--- src/rtl/adder_pkg.sv ---
// Shared types and helpers for the multi-precision add/subtract sequencer.
// Holds the adder slice width, the sequencer state encoding and a word-slice helper.
// No logic of its own; imported by the sequencer.
package adder_pkg;

   // Width of one adder slice; tied to the CSAdder datapath width.
   localparam int WORD_W = 32;

   // Largest operand size the word_sel helper can address.
   localparam int MAX_WORDS = 64;
   localparam int MAX_DW    = MAX_WORDS * WORD_W;

   // Width of the word index accepted by word_sel.
   localparam int SEL_W = 8;

   // Sequencer states.
   typedef enum logic [1:0] {
      S_IDLE = 2'd0,
      S_RUN  = 2'd1,
      S_DONE = 2'd2
   } state_t;

   // Return word 'idx' (least-significant word = 0) of a zero-extended operand.
   function automatic logic [WORD_W-1:0] word_sel(input logic [MAX_DW-1:0] vec,
                                                  input logic [SEL_W-1:0]  idx);
      return vec[idx*WORD_W +: WORD_W];
   endfunction

endpackage

--- src/rtl/CSAdder.sv ---
// 32-bit carry-select adder: q = a + b + cin, carry out on cout.
// Combinational, zero latency.
// No handshake; output follows inputs.
module CSAdder (
   input  logic        cin,
   input  logic [31:0] a,
   input  logic [31:0] b,
   output logic [31:0] q,
   output logic        cout
);

   localparam int BLK_W  = 8;
   localparam int N_BLKS = 32 / BLK_W;

   // Carry entering each block; c[N_BLKS] is the adder carry out.
   logic [N_BLKS:0] c;

   assign c[0] = cin;

   // Each block precomputes its sum for both possible incoming carries and the
   // real carry only steers a mux, so the carry path is one mux per block.
   for (genvar g = 0; g < N_BLKS; g++) begin : g_blk
      logic [BLK_W:0] s0;
      logic [BLK_W:0] s1;

      assign s0 = {1'b0, a[g*BLK_W +: BLK_W]} + {1'b0, b[g*BLK_W +: BLK_W]};
      assign s1 = {1'b0, a[g*BLK_W +: BLK_W]} + {1'b0, b[g*BLK_W +: BLK_W]}
                  + {{BLK_W{1'b0}}, 1'b1};

      assign q[g*BLK_W +: BLK_W] = c[g] ? s1[BLK_W-1:0] : s0[BLK_W-1:0];
      assign c[g+1]              = c[g] ? s1[BLK_W]     : s0[BLK_W];
   end

   assign cout = c[N_BLKS];

endmodule

--- src/rtl/mp_add_seq.sv ---
// Multi-precision add/subtract: steps one 32-bit word per clock through one CSAdder, LSW first.
// Latency: start accepted at edge E -> done pulse in the cycle after edge E+N_WORDS.
// No queuing: start is only sampled in IDLE/DONE; held start gives one result per N_WORDS+1 cycles.
module mp_add_seq
   import adder_pkg::*;
#(
   parameter int N_WORDS = 4
) (
   input  logic                        clk,
   input  logic                        rst,
   input  logic                        start,
   input  logic                        sub,
   input  logic                        cin,
   input  logic [N_WORDS*WORD_W-1:0]   a,
   input  logic [N_WORDS*WORD_W-1:0]   b,
   output logic                        busy,
   output logic                        done,
   output logic [N_WORDS*WORD_W-1:0]   q,
   output logic                        cout,
   output logic                        ovf
);

   localparam int DW    = N_WORDS * WORD_W;
   localparam int IDX_W = (N_WORDS > 1) ? $clog2(N_WORDS) : 1;

   // N_WORDS must not exceed MAX_WORDS so word_sel can address every word.

   state_t             state;
   logic [IDX_W-1:0]   idx;
   logic               carry;
   logic               sub_reg;
   logic [DW-1:0]      a_reg;
   logic [DW-1:0]      b_reg;
   logic [DW-1:0]      acc;

   logic [MAX_DW-1:0]  a_ext;
   logic [MAX_DW-1:0]  b_ext;
   logic [WORD_W-1:0]  a_word;
   logic [WORD_W-1:0]  b_word;
   logic [WORD_W-1:0]  b_op;
   logic [WORD_W-1:0]  sum_word;
   logic               add_cout;
   logic               last_word;
   logic               ovf_word;
   logic [DW-1:0]      acc_final;

   // Operand words for the current index; subtraction feeds the inverted B word
   // and relies on the carry register having been preset to 1 at accept.
   assign a_ext  = MAX_DW'(a_reg);
   assign b_ext  = MAX_DW'(b_reg);
   assign a_word = word_sel(a_ext, SEL_W'(idx));
   assign b_word = word_sel(b_ext, SEL_W'(idx));
   assign b_op   = sub_reg ? ~b_word : b_word;

   assign last_word = (idx == IDX_W'(N_WORDS - 1));

   // Signed overflow is only meaningful on the top word; it is sampled when
   // last_word is set.
   assign ovf_word = (a_word[WORD_W-1] == b_op[WORD_W-1]) &&
                     (sum_word[WORD_W-1] != a_word[WORD_W-1]);

   CSAdder u_slice (
      .cin  (carry),
      .a    (a_word),
      .b    (b_op),
      .q    (sum_word),
      .cout (add_cout)
   );

   // Accumulator with the word being produced this cycle merged in, so the
   // final result can be registered onto q on the same edge as the top word.
   always_comb begin
      acc_final = acc;
      acc_final[idx*WORD_W +: WORD_W] = sum_word;
   end

   // Sequencer FSM: accept, step words through the slice, publish the result.
   always_ff @(posedge clk) begin
      if (rst) begin
         state   <= S_IDLE;
         idx     <= '0;
         carry   <= 1'b0;
         sub_reg <= 1'b0;
         a_reg   <= '0;
         b_reg   <= '0;
         acc     <= '0;
         busy    <= 1'b0;
         done    <= 1'b0;
         q       <= '0;
         cout    <= 1'b0;
         ovf     <= 1'b0;
      end else begin
         done <= 1'b0;
         case (state)
            S_IDLE, S_DONE: begin
               if (start) begin
                  a_reg   <= a;
                  b_reg   <= b;
                  sub_reg <= sub;
                  // a - b is a + ~b + 1, so subtraction starts with carry 1.
                  carry   <= sub | cin;
                  idx     <= '0;
                  state   <= S_RUN;
                  busy    <= 1'b1;
               end else begin
                  state   <= S_IDLE;
                  busy    <= 1'b0;
               end
            end
            S_RUN: begin
               acc[idx*WORD_W +: WORD_W] <= sum_word;
               carry <= add_cout;
               idx   <= idx + IDX_W'(1);
               if (last_word) begin
                  state <= S_DONE;
                  busy  <= 1'b0;
                  done  <= 1'b1;
                  q     <= acc_final;
                  cout  <= add_cout;
                  ovf   <= ovf_word;
               end
            end
            default: begin
               state <= S_IDLE;
               busy  <= 1'b0;
            end
         endcase
      end
   end

endmodule

--- config.mk ---
export PLATFORM = sky130hd
export DESIGN_NAME = mp_add_seq
export DESIGN_NICKNAME = d
export VERILOG_FILES = /design/src/rtl/adder_pkg.sv /design/src/rtl/CSAdder.sv /design/src/rtl/mp_add_seq.sv
export SDC_FILE = /design/constraint.sdc
export NUM_CORES = 1
export LEC_CHECK = 0
export ABC_AREA = 1
export CAP_MARGIN = 20
export CORE_MARGIN = 2
export CORE_UTILIZATION = 54
export DETAILED_ROUTE_END_ITERATION = 16
export GPL_TIMING_DRIVEN = 0
export PLACE_DENSITY_LB_ADDON = 0.08
export SLEW_MARGIN = 20
export SYNTH_ARGS = -nofsm -noshare
export SYNTH_HDL_FRONTEND = slang
export SYNTH_HIERARCHICAL = 1
export SYNTH_SLANG_ARGS = --single-unit
--- constraint.sdc ---
create_clock -name clk -period 4.86 [get_ports clk]
set_input_delay 0.972 -clock clk [delete_from_list [all_inputs] [get_ports clk]]
set_output_delay 0.972 -clock clk [all_outputs]
set_load 0.01 [all_outputs]
---- Yosys cells after proc, flatten, opt, wreduce, memory -nomap -nowiden ----
Cells that the tools add are included.
word-level totals
  RAM bits ................................ 0
  bits in latches ......................... 0
  memories ................................ 0
  bits in read-only memories .............. 0
  bits in registers ....................... 522
  output and inout bits ................... 132
  word-level logic and storage cells ...... 65
  input port bits ......................... 261
cells by class
  shift operators ......................... 4
  divide/modulo/power cells ............... 0
  reduce and logical (&&, ||, !) cells .... 8
  order comparisons ....................... 0
  eq/ne operators ......................... 7
  multiply operators ...................... 0
  multiplexer cells ....................... 21
  bitwise logic cells ..................... 3
  add/subtract/negate cells ............... 10
operators by type and width
  cell                                                                       count
  2048-bit by 8-bit variable part select with 32-bit output                  2
  128-bit bitwise mux                                                        1
  32-bit by 34-bit variable shift with 128-bit output, first input constant  1
  32-bit by 34-bit variable part select with 128-bit output                  1
  8-bit by 8-bit adder with 9-bit output                                     4
  9-bit by 1-bit adder with 9-bit output, second input constant              4
  7-bit negator with 34-bit output                                           1
  32-bit 2-to-1 mux                                                          1
  8-bit 2-to-1 mux                                                           4
  32-bit NOT                                                                 1
  1-bit 2-to-1 mux                                                           9
  2-bit case mux with 2 select lines                                         2
  2-bit AND reduction                                                        3
  2-bit == test, second input constant                                       2
  2-bit 2-to-1 mux                                                           2
  2-bit inequality test, second input constant                               2
  1-bit case mux with 2 select lines                                         2
  2-bit OR reduction                                                         2
  2-bit by 1-bit adder with 2-bit output, second input constant              1
  2-bit by 1-bit == test with 1-bit output, second input constant            1
  2-bit logical NOT                                                          1
  2-bit nonzero test                                                         1
  1-bit == test                                                              1
  1-bit logical AND                                                          1
  3 further kinds                                                            3

---- Logic depth before layout (Yosys ltp) ----
Gate-level depths: netlist of the first run.
  depth after elaboration ................. 11
  depth in mapped cells ................... 32
  gate-level depth less buffers ........... 29

---- Hierarchy ----
Netlist of the first run, hierarchy kept.
modules (own cells, without submodules)
  module      cells each  area an instance (um^2)  times used  sequential area each (um^2)
  mp_add_seq  3161        22331.4                  1           10430.0
  CSAdder     433         2558.7                   1           0.0

---- Worst setup path before layout of the first run ----
OpenSTA, ideal clock, no wires.
  path type ............................... reg-to-reg
  from .................................... register idx[0]
  to ...................................... register acc[116]
  path buffers ............................ 5
  data required time ...................... 4745 ps
  setup time .............................. 115 ps
  clock period less this slack ............ 3774 ps
  arrival ................................. 3659 ps
  setup slack ............................. 1086 ps
  cell stages (with the launch flop) ...... 27
  cells stage by stage .................... dfxtp_1 -> buf_2 -> inv_2 -> buf_4 -> buf_2 -> buf_2 -> nor2_1 -> o22ai_1 -> ha_1 -> fa_1 -> ha_1 -> nand2_1 -> nor2_2 -> nand3_4 -> nor2_4 -> nand2_1 -> nand2_2 -> nand3_2 -> nand2_8 -> inv_4 -> buf_12 -> nand2_1 -> o21ai_2 -> nand3_1 -> o22ai_1 -> o21ai_0 -> inv_1
between the ends
  elaborated cells between the ends (all ways) .. 23
  classes of those cells .................. add/sub (9); shift (4); mux (9); bitwise (1)
RTL lines
  what                                                           line                          source
  from (decl)                                                    mp_add_seq.sv:29              logic [IDX_W-1:0] idx;
  from (signal assigned)                                         mp_add_seq.sv:113             idx <= idx + IDX_W'(1);
  2048-bit by 8-bit variable part select with 32-bit output (*)  adder_pkg.sv:26               return vec[idx*WORD_W +: WORD_W];
  via a_word[0]                                                  mp_add_seq.sv:38              logic [WORD_W-1:0] a_word;
  8-bit by 8-bit adder with 9-bit output (*)                     CSAdder.sv:26, CSAdder.sv:27
  9-bit by 1-bit adder with 9-bit output                         CSAdder.sv:28                 + {{BLK_W{1'b0}}, 1'b1};
  1-bit 2-to-1 mux (*) (2 in series)                             CSAdder.sv:31                 assign c[g+1] = c[g] ? s1[BLK_W] : s0[BLK_W];
  8-bit 2-to-1 mux (*)                                           CSAdder.sv:30                 assign q[g*BLK_W +: BLK_W] = c[g] ? s1[BLK_W-1:0] : s0[BLK_W-1:0];
  via sum_word[20]                                               mp_add_seq.sv:41              logic [WORD_W-1:0] sum_word;
  32-bit by 34-bit variable part select with 128-bit output (*)  mp_add_seq.sv:111             acc[idx*WORD_W +: WORD_W] <= sum_word;
  128-bit bitwise mux (*)                                        mp_add_seq.sv:111
  to (signal, indexed assignment)                                mp_add_seq.sv:111
  to (decl)                                                      mp_add_seq.sv:34              logic [DW-1:0] acc;
The timed path passes the listed nets; every way through them passes the cells marked *.
A chain may end at the register's enable or synchronous reset.

---- Worst setup path after layout of the first run ----
  from .................................... register idx[1]
  to ...................................... register acc[58]
between the ends
  elaborated cells between the ends (all ways) .. 23
  classes of those cells .................. add/sub (9); shift (4); mux (9); bitwise (1)
RTL lines
  what                                                           line                          source
  2048-bit by 8-bit variable part select with 32-bit output (*)  adder_pkg.sv:26
  32-bit NOT                                                     mp_add_seq.sv:53              assign b_op = sub_reg ? ~b_word : b_word;
  32-bit 2-to-1 mux (*)                                          mp_add_seq.sv:53
  via b_op[16]                                                   mp_add_seq.sv:40              logic [WORD_W-1:0] b_op;
  8-bit by 8-bit adder with 9-bit output (*)                     CSAdder.sv:26, CSAdder.sv:27
  9-bit by 1-bit adder with 9-bit output                         CSAdder.sv:28
  1-bit 2-to-1 mux (*)                                           CSAdder.sv:31
  8-bit 2-to-1 mux (*)                                           CSAdder.sv:30
  via sum_word[26]                                               mp_add_seq.sv:41
  32-bit by 34-bit variable part select with 128-bit output (*)  mp_add_seq.sv:111
  128-bit bitwise mux (*)                                        mp_add_seq.sv:111
Marked as above.

==> impl_metrics.toml, run 1 <==
[timing]
finalSetupViolations = 0
clock_skew_ns = 0.0228
worstMarginPinSlew_ns = 0.974
max-slew-margin-rel_pct = 35.1
fmax_ghz = 0.213
hold_viol_final = 0
fin_crit_ns = 4.69
finalCritPeriodShare_pct = 96.5
slew_viol_final = 0

[logic_synthesis]
seq_area_frac_synth_pct = 41.9
syn_inst = 3594
synth_fp_nets = 3901
ys_ff_latch = 521
synthTopCellsByArea = "dfxtp_1 42%, o21ai_0 13%, nor2_1 10%"
yosys.cell_types.count = 40
yosysWarningCount = 6
synth_area_um2 = 24900
synth.top_cell.area_share_pct = 41.9
yosys.area.top_type = "dfxtp_1"
avgSynthCellArea_um2 = 6.93

[layout]
final_cells = 4689
fill_cells = 3934
layout_common_cells = "663 x nor2_1, 624 x o21ai_0, 520 x dfxtp_1, 492 x inv_1, 391 x clkdlybuf4s50_1"
drive_above_1_share_pct = 6.70
area_growth_syn_to_layout_pct = 28.3
final_common_cell = "nor2_1"
insertedDiodeCount = 0
multi_input_area_um2 = 11900
final_nets = 4353
regArea_um2 = 10400
fin_area_um2 = 31900

[placed_design]
dpl-instance-area_um2 = 29600
place_congestion = 0.949
dp_cells = 4585
dpl.hpwl_um = 63900
io_buffers = 391

[power]
p_leak_nw = 15.3
vdd_ir_drop_max_mv = 0.278
power_per_cell_area_nw_per_um2 = 417
power.total_w = 0.0133

[die]
io_pins = 393
start_util_pct = 54.7
rows = 78
die-area_um2 = 47800
die_w_um = 219
die_h_um = 219
core_um2 = 45500

[global_route]
grt_pass1_vias = 23386
grt_max_degree = 15
gr-total-overflow = 0
grtUsageTotal_pct = 34.7
grt_first_pass_wirelength_um = 129000
antenna_found_initial = 1

[worst_setup_path]
r2r_end = "acc[58]"
r2r_slack_ns = 0.17
r2r_start = "idx[1]"
crit_required_ns = 5.43
cp.arrival_ns = 5.26
start_kind = "register"
end_kind = "register"
critical_path_class = "register to register"
cp_max_fo = 10
ff2ff_path_depth = 20

[route]
drt_iter0_markers = 2634
wl_per_cell_um = 18.1
antenna_left = 0
drt_wl_total_um = 84900
vias = 25478
avgViaCountPerCell = 5.43
dr.pass1.iters = 8
remaining_drc_errors = 0

[clocking]
clkSinkCount = 521
cts-hold-fix-buffers = 0
cts_max_path_buffers = 3
cts_root_buffer = "clkbuf_16"
cts-buffers-inserted = 53
cts_tree = "yes"
clk_latency_ns = 0.62
htree_levels = 2
path_clk_slew_ns = 0.06

[worst_hold_path]
min_delay_worst_endpoint = "a_reg[94]"
hold_start = "a_reg[94]"
hold-path-cell-count = 2
hold_path_class = "register to register"

[run_status]
outcome = "complete, no violations"

[run]
drv_cap = 0
==> cells in the mapped netlist (all sizes together) <==
library cell,count
xnor2,12
dfxtp,521
a21oi,144
xor2,51
o21a,1
a31oi,2
o21ai,647
nand4,20
nand3b,6
o22ai,191
inv,504
ha,42
o21bai,44
o211ai,2
fa,4
nand3,83
nor2,670
nor4,1
a211oi,2
nand2,392
buf,91
mux2,1
clkbuf,163
==> power by group <==
| group | leakage, nW | switching [W] | internal (W) |
|---|---|---|---|
| sequential | 4.28 | 0.000126 | 0.00456 |
| clock | 0.920 | 0.00178 | 0.00259 |
| combinational | 10.1 | 0.00283 | 0.00142 |
| total | 15.3 | 0.00474 | 0.00857 |
==> layer usage <==
layer  vias up  GRT usage [%]  routed length, µm
met5         -              0                  0
met4         0           17.8               4700
met1     11624           44.4              34600
met3       232           5.55               6970
met2      1138           56.4              38600
li1      12484              -                  -
==> worst max-delay path by stage <==
stage | startpoint | to | depth (start not counted)
6_report | idx[1] | acc[58] | 20
5_1_grt | idx[1] | q[58] | 20
4_1_cts | idx[0] | acc[58] | 22
3_5_place_dp | idx[0] | acc[111] | 23
3_3_place_gp | idx[0] | acc[111] | 23
2_1_floorplan | idx[0] | acc[116] | 26
==> logic make-up (layout without fill, tap and decap cells) <==
group	after synthesis	in the layout	synth area share, %
AO/OA/AOI/OAI	1033	1033	22.3
XOR/XNOR	63	63	2.25
adder cells (fa/ha/maj)	46	46	2.43
buffers and inverters	758	1253	11.9
flip-flops	521	521	41.9
multiplexers	1	1	0.0452
AND/OR/NAND/NOR	1172	1172	19.1
==> worst max-delay path, stage by stage, from the launching register on <==
cell and delay [ns]:
dfxtp_1 0.50, buf_4 0.30, clkbuf_2 0.24, o21ai_0 0.15, o22ai_2 0.30, xor2_1 0.15, ha_1 0.27, fa_1 0.60
ha_1 0.28, nand2_1 0.08, nor2_1 0.26, nand4_1 0.13, nand2_1 0.12, nand3_4 0.18, nand2_8 0.17, nand2_2 0.06
nand2_2 0.18, nand3_1 0.20, o22ai_2 0.26, o21ai_0 0.11, inv_1 0.06
==> per-stage QoR <==
step                      utilization [%]  setup WS (ns)  hold slack, ns  TNS, ns
final                                70.2          0.172           0.502        0
after global routing                 70.2        -0.0207           0.532   -0.126
after CTS                            69.6        0.00619           0.502        0
after detailed placement             65.0         -0.705           0.487   -40.14
after global placement               65.0         -0.626           0.475   -31.62
after floorplan                         -           1.09           0.460        0
==> area by class of cell <==
class                      instances  area share, %
multi-input combinational       2315           37.2
sequential                       521           32.7
timing repair buffer             397           12.5
inverter                         504           5.94
clock buffer                      80           5.01
buffer                           254           3.51
tap                              600           2.35
clock inverter                    18          0.784
==> what timing repair did <==
item,4_1_cts,5_1_grt
endpoints found under the hold margin,0,0
setup endpoints to repair,183,185
cloned,0,0
resized for setup,35,62
setup buffers,4,2
pin swaps,3,3
No activity file was read; power rests on OpenSTA's default activity.
==> run 2, diff against run 1 <==
- CORE_ASPECT_RATIO: unset -> 1.25
==> impl_metrics.toml, run 2 (same netlist as run 1, synthesis figures left out) <==
[run_status]
outcome = "complete, no violations"

[die]
die_h_um = 244
start_util_pct = 55.0
die-area_um2 = 47800
die_w_um = 196
rows = 87
core_um2 = 45300
io_pins = 393

[power]
switching_share_pct = 36.2
p_leak_nw = 15.2
power_frac_comb_pct = 32.4
power_per_cell_area_nw_per_um2 = 403
vdd_ir_drop_max_mv = 0.279
power_switching_w = 0.00461
internal_power_w = 0.00812
seq_power_share_pct = 36.8
p_clk_share_pct = 30.7

[layout]
layout_common_cells = "662 x nor2_1, 623 x o21ai_0, 519 x dfxtp_1, 493 x inv_1, 391 x clkdlybuf4s50_1"
area_growth_syn_to_layout_pct = 26.9
insertedDiodeCount = 0
final_common_cell = "nor2_1"
fill_cells = 3964
drive_above_1_share_pct = 6.15
final_cells = 4656
fin_util_pct = 69.8
final_nets = 4347
fin_area_um2 = 31600

[worst_setup_path]
crit_required_ns = 5.40
start_kind = "register"
slowest_delay_ns = 0.48
cp.arrival_ns = 5.33
ff2ff_path_depth = 24
crit_slowest_cell = "fa_1"
cp_max_fo = 10
cp_top_family = "buffers and inverters"
worstPathCellList = "buf_6 > inv_4 > buf_6 > buf_2 > buf_4 > nor2_1 > o22ai_1 > ha_1 > fa_1 > ha_1 > nand2_1 > nor2_4 > nand3_4 > nor2_4 > nand3_1 > nand3_2 > nand2_8 > inv_4 > buf_12 > o21ai_4 > nand3_1 > o22ai_1 > o21ai_0 > inv_1"
crit_buf_inv = 8
path_depth = 24
end_kind = "register"
critical_path_class = "register to register"

[global_route]
grt_first_pass_wirelength_um = 128000
grtUsageTotal_pct = 34.0
gr-total-overflow = 0
antenna_found_initial = 0
grt_pass1_vias = 23510
grt_max_degree = 20

[timing]
clock_skew_ns = 0.0257
worstMarginPinSlew_ns = 0.979
max-slew-margin-rel_pct = 34.8
fmax_ghz = 0.209
rsz0062_at_grt = "yes"
finalSetupViolations = 0
finalCritPeriodShare_pct = 98.5
hold_viol_final = 0
fin_crit_ns = 4.79
fin_ws_ns = 0.0736
slew_viol_final = 0

[route]
remaining_drc_errors = 0
antenna_left = 0
drt_iter0_markers = 2366
dr.pass1.iters = 6
drt_wl_total_um = 84200
wl_per_cell_um = 18.1
avgViaCountPerCell = 5.47
vias = 25454

[clocking]
cts_tree = "yes"
clk_latency_ns = 0.60
cts-hold-fix-buffers = 0
cts-buffers-inserted = 49
htree_levels = 2
path_clk_slew_ns = 0.06
cts_root_buffer = "clkbuf_16"
cts_max_path_buffers = 3
clkSinkCount = 521

[placed_design]
place_ws_ns = -0.517
dpl.hpwl_um = 63800
dp_cells = 4563
place_congestion = 0.974
dpl-instance-area_um2 = 29500
io_buffers = 391

[run]
drv_cap = 0

[worst_hold_path]
hold_path_class = "register to register"
hold-path-cell-count = 2
[run 2: cell types whose count changed in the layout (fill, tap and decap cells not counted), sizes merged]
| cell | before | now |
|---|---|---|
| buf | 95 | 93 |
| bufinv | 6 | 3 |
| clkbuf | 245 | 235 |
| clkinv | 10 | 13 |
| clkinvlp | 0 | 1 |
[run 2: layer usage]
| metal | global-route usage, % | wire length [µm] |
|---|---|---|
| met3 | 4.22 | 6320 |
| met5 | 0 | 0 |
| met1 | 41.2 | 32600 |
| met4 | 22.7 | 6330 |
| met2 | 56.8 | 38900 |
[run 2: repair_timing]
| item | CTS | global route |
|---|---|---|
| endpoints found under the setup margin | 153 | 188 |
| setup buffers | 3 | 2 |
| gates cloned | 0 | 0 |
| gates resized for setup | 32 | 56 |
| pin swaps | 1 | 2 |
[run 2: final timing paths]
kind              endpoint  slack, ns    from
setup / recovery  acc[117]       0.07  idx[0]
hold / removal        cout       0.49    cout
setup reg to reg  acc[117]       0.07  idx[0]
hold reg to reg       cout       0.49    cout
[run 2: layout make-up]
cell class | instances | area, µm² | share of cell area, %
plain buffers | 253 | 1120 | 3.54
inverters | 504 | 1900 | 6.00
clock buffers | 70 | 1410 | 4.45
clock inverters | 19 | 206 | 0.653
well taps | 578 | 723 | 2.29
flip-flops and latches | 521 | 10400 | 33.0
multi-input cells | 2315 | 11900 | 37.5
repair buffers | 396 | 3950 | 12.5
[run 2: worst min-delay path, stage by stage, from the launching register on]
cell	delay (ns)
dfxtp_1	0.32
nand3_1	0.07
o21ai_1	0.05
[run 2: through the flow]
stage | hold slack [ns] | total power, W | TNS (ns)
2_1_floorplan | 0.460 | 0.00714 | 0
3_3_place_gp | 0.469 | 0.00845 | -22.66
3_5_place_dp | 0.480 | 0.00849 | -23.70
4_1_cts | 0.490 | 0.0125 | -0.000913
5_1_grt | 0.520 | 0.0132 | -0.254
6_report | 0.489 | 0.0127 | 0
[run 2: power groups by stage]
stage | Clock [W] | Combinational, W | Sequential (W)
final | 0.00391 | 0.00412 | 0.00469
after CTS | 0.00393 | 0.00387 | 0.00468
after global routing | 0.00409 | 0.00443 | 0.00471
after global placement | 0 | 0.00368 | 0.00477
after detailed placement | 0 | 0.00372 | 0.00477
after floorplan | 0 | 0.00240 | 0.00474
==> run 3, diff against run 2 <==
- HOLD_SLACK_MARGIN: unset -> 0.02
==> results of run 3 <==
No change in the layout: final DEF, timing and power equal those of run 2.
